==> src/rtl/moore_seq_tx.sv <==
// moore_seq_tx: LSB-first serial transmitter with Moore-decoded out/busy/done.
// Define MOORE_SEQ_TX_PARITY_EN to append an even-parity bit after the data bits.
module moore_seq_tx #(
    parameter int   WIDTH      = 8,
    parameter logic IDLE_LEVEL = 1'b1
) (
    input  logic             clk,
    input  logic             reset,
    input  logic             start,
    input  logic [WIDTH-1:0] data,
    output logic             out,
    output logic             busy,
    output logic             done
);
    localparam int             CW   = (WIDTH > 1) ? $clog2(WIDTH) : 1;
    localparam logic [CW-1:0] LAST = CW'(WIDTH - 1);

`ifdef MOORE_SEQ_TX_PARITY_EN
    typedef enum logic [1:0] {S_IDLE = 2'b00, S_SHIFT = 2'b01, S_PARITY = 2'b10, S_DONE = 2'b11} state_t;
`else
    typedef enum logic [1:0] {S_IDLE = 2'b00, S_SHIFT = 2'b01, S_DONE = 2'b11} state_t;
`endif

    state_t           r_state;
    state_t           w_next;
    logic [WIDTH-1:0] r_sr;
    logic [CW-1:0]    r_cnt;
    logic             w_load;
    logic             w_last;
`ifdef MOORE_SEQ_TX_PARITY_EN
    logic             r_par;
`endif

    assign w_load = (r_state == S_IDLE) && start;
    assign w_last = r_cnt == LAST;

    always_comb begin
        w_next = S_IDLE;
        case (r_state)
            S_IDLE:   w_next = start ? S_SHIFT : S_IDLE;
`ifdef MOORE_SEQ_TX_PARITY_EN
            S_SHIFT:  w_next = w_last ? S_PARITY : S_SHIFT;
            S_PARITY: w_next = S_DONE;
`else
            S_SHIFT:  w_next = w_last ? S_DONE : S_SHIFT;
`endif
            S_DONE:   w_next = S_IDLE;
            default:  w_next = S_IDLE;
        endcase
    end

    always_ff @(posedge clk or posedge reset) begin
        if (reset) begin
            r_state <= S_IDLE;
            r_sr    <= '0;
            r_cnt   <= '0;
        end else begin
            r_state <= w_next;
            if (w_load) begin
                r_sr  <= data;
                r_cnt <= '0;
            end else if (r_state == S_SHIFT) begin
                r_sr  <= r_sr >> 1;
                r_cnt <= r_cnt + 1'b1;
            end
        end
    end

`ifdef MOORE_SEQ_TX_PARITY_EN
    always_ff @(posedge clk or posedge reset) begin
        if (reset)
            r_par <= 1'b0;
        else if (w_load)
            r_par <= ^data;
    end
`endif

    // Outputs depend on registers only, so downstream logic sees no path from start/data.
    always_comb begin
        busy = r_state == S_SHIFT;
        done = r_state == S_DONE;
        out  = (r_state == S_SHIFT) ? r_sr[0] : IDLE_LEVEL;
`ifdef MOORE_SEQ_TX_PARITY_EN
        busy = busy || (r_state == S_PARITY);
        out  = (r_state == S_PARITY) ? r_par : out;
`endif
    end
endmodule

==> config.mk <==
export PLATFORM = sky130hd
export DESIGN_NAME = moore_seq_tx
export DESIGN_NICKNAME = d
export VERILOG_FILES = /design/src/rtl/moore_seq_tx.sv
export SDC_FILE = /design/constraint.sdc
export NUM_CORES = 1
export LEC_CHECK = 0
export BUFFER_PORTS_ARGS = -buffer_cell sky130_fd_sc_hd__buf_2
export CAP_MARGIN = 20
export CELL_PAD_IN_SITES_DETAIL_PLACEMENT = 0
export CELL_PAD_IN_SITES_GLOBAL_PLACEMENT = 1
export CORE_MARGIN = 1
export CORE_UTILIZATION = 30
export CTS_CLUSTER_DIAMETER = 200
export DETAILED_ROUTE_END_ITERATION = 8
export GPL_TIMING_DRIVEN = 0
export PLACE_DENSITY_LB_ADDON = 0.08
export REMOVE_ABC_BUFFERS = 1
export SLEW_MARGIN = 20
export SYNTH_ARGS = -nofsm -noshare
export SYNTH_HDL_FRONTEND = slang
export SYNTH_SLANG_ARGS = --single-unit
==> constraint.sdc <==
create_clock -name clk -period 3.4 [get_ports clk]
set_input_delay 0.34 -clock clk [delete_from_list [all_inputs] [get_ports clk]]
set_output_delay 0.34 -clock clk [all_outputs]
set_load 0.05 [all_outputs]
==> out/metrics.cfg <==
[outcome]
status = finished, final reports clean

[timing]
finalCritPeriodShare = 0.551
clock_skew_ns = 0.000290
finalMaxSlewViolations = 0
rsz0062_at_grt = false
fin_ws_ns = 1.53
tns_ns = 0
tightest_slew_ns = 0.504
layout_min_cycle_time_ns = 1.87
report.final.setup_viol = 0
slew_headroom = 0.664
fmax_mhz = 533
hold_violations = 0

[placed_design]
dp.cells = 95
dp_hpwl_um = 875
io_buffer_count = 13
place_ws_ns = 1.81
gp_congestion = 0.658

[setup_path]
worstSetupEndpointType = output pin
startpoint_type = flip-flop
critPathRequiredTime_ns = 3.06
worstSetupPathType = flip-flop to output pin
timing.rr.start = r_state[1]
crit_start = r_state[1]
cp_max_fo = 15
critPathArrivalTime_ns = 1.53

[die]
initial_utilization = 0.317
die_h_um = 47.3
die_area_um2 = 2240
row_count = 16
io_pins = 14
coreArea_um2 = 1940
dieWidth_um = 47.3

[cts]
cts_buffer_depth = 2
numCtsBuffers = 3
clock_latency_ns = 0.27
cts_resized = 0
clk_pin_slew_ns = 0.08
h-tree-depth = 1
cts_tree = done
clock_sinks = 13
cts_root_buf = clkbuf_4
post_cts_buffers = 0
cts_hold_buf = 0

[yosys]
synth_xor_area_frac = 0
synth_top_family_by_area = compound AO/OA/AOI/OAI gates
syn_area_per_cell_um2 = 11.0
synthAdderAreaFrac = 0.0407
ys_types = 23
synth.cell_area_um2 = 616
synth_compound_area_frac = 0.228
synthSimpleGateAreaFrac = 0.171
synthCells = 56
yosysSeqAreaShare = 0.528
synth_warnings = 0
synthMuxAreaShare = 0
synth-seq-cells = 13

[final_layout]
register_area_um2 = 325
final_cell_mix = buf_2, dfrtp_1, nand2b_1, nand2_1
multiInputGateArea_um2 = 270
n_antenna_cell = 0
final_util = 0.379
final_layout_size_suffix_gt1_frac = 0.292
fillers = 209
area_growth_pct = 19.5
nNetsFinal = 86
instances_no_fill = 99

[global_routing]
grt_pass1_wl_um = 1970
grt_antenna_before_repair = 0
grt_usage = 0.132
grt_overflow_total = 0
first_global_vias = 415
grt_max_degree = 16

[power_and_ir_drop]
p_per_area_nw_per_um2 = 941
power_uw = 692
leakagePower_nw = 0.354
vdd_drop_max_mv = 0.407

[routing]
num_vias = 467
viasPerCell = 4.72
avgRoutedWirePerCell_um = 12.0
post-route-drc-count = 0
drt_iter0_markers = 9
postRouteAntennaNets = 0
drt_pass1_iterations = 4
routed_wl_um = 1190

[hold_path]
hp-class = primary input to asynchronous set/reset pin

[job]
maxCapViolCount = 0

==> flip-flops by register name, indices dropped and copies added (netlist names) <==
register and cells:
r_cnt 3, r_sr 8, r_state 2
==> cells in the mapped netlist <==
cell | count | share of area
a22o_1 | 2 | 0.028
o21bai_2 | 1 | 0.018
o21ai_0 | 1 | 0.0081
nor3_1 | 1 | 0.0081
nand2b_1 | 6 | 0.061
nand2_1 | 5 | 0.030
nor2_1 | 2 | 0.012
o21ai_1 | 4 | 0.033
nand3b_1 | 1 | 0.012
and2_1 | 2 | 0.020
ha_1 | 2 | 0.041
inv_2 | 2 | 0.012
a32o_1 | 1 | 0.016
inv_1 | 2 | 0.012
a2bb2oi_1 | 1 | 0.014
buf_2 | 1 | 0.0081
dfrtp_1 | 13 | 0.53
a211oi_1 | 1 | 0.012
o22a_1 | 1 | 0.014
o221a_2 | 1 | 0.018
nor3b_1 | 1 | 0.012
a221o_1 | 4 | 0.065
nand2b_2 | 1 | 0.014
==> cell families (layout without fill, tap and decap cells) <==
logic type,count (synthesis),after routing
AND/OR/NAND/NOR,19,19
buffers and inverters,5,21
flip-flops,13,13
AO/OA/AOI/OAI,17,17
adder cells (fa/ha/maj),2,2
==> path summary, 6_finish.rpt <==
check / cells past startpoint / to / slack, ns
min in group clk: 2 / r_sr[7] / 0.31
worst min register to register: 1 / r_sr[7] / 0.50
worst max-delay path: 4 / out / 1.53
max in group asynchronous: 2 / r_cnt[1] / 2.98
worst min-delay path: 2 / r_state[1] / 0.08
worst max register to register: 3 / r_sr[6] / 2.05
==> power breakdown <==
group,internal (mW),switching (mW),leakage [nW]
Clock,0.0454,0.0479,0.0150
Sequential,0.216,0.0526,0.165
Combinational,0.132,0.198,0.175
==> final cells by class <==
class / instances / share of cell area
flip-flops and latches: 13 / 0.442
multi-input cells: 38 / 0.367
repair buffers: 13 / 0.0884
well taps: 27 / 0.0459
clock buffers: 4 / 0.0357
inverters: 4 / 0.0204
==> worst max-delay path: stages, from the launching register on <==
cell	delay (ns)
dfrtp_1	0.60
nand2b_1	0.22
inv_2	0.11
nand2b_1	0.08
buf_2	0.25
==> stage by stage <==
step | instance area [µm²] | hold slack (ns)
2_1_floorplan | 611 | 0.217
5_1_grt | 736 | 0.119
3_3_place_gp | 709 | 0.403
3_5_place_dp | 709 | 0.392
4_1_cts | 736 | 0.0879
6_report | 736 | 0.0805
==> metal layers <==
layer,global-route usage,wire length (µm),vias up,share of wire
li1,-,-,236,-
met1,0.190,657,219,0.55
met2,0.170,466,10,0.39
met4,0.0514,10,0,0.0084
met5,0,0,-,0
met3,0.0577,54,2,0.045
Power figures use the tool's default switching activity.
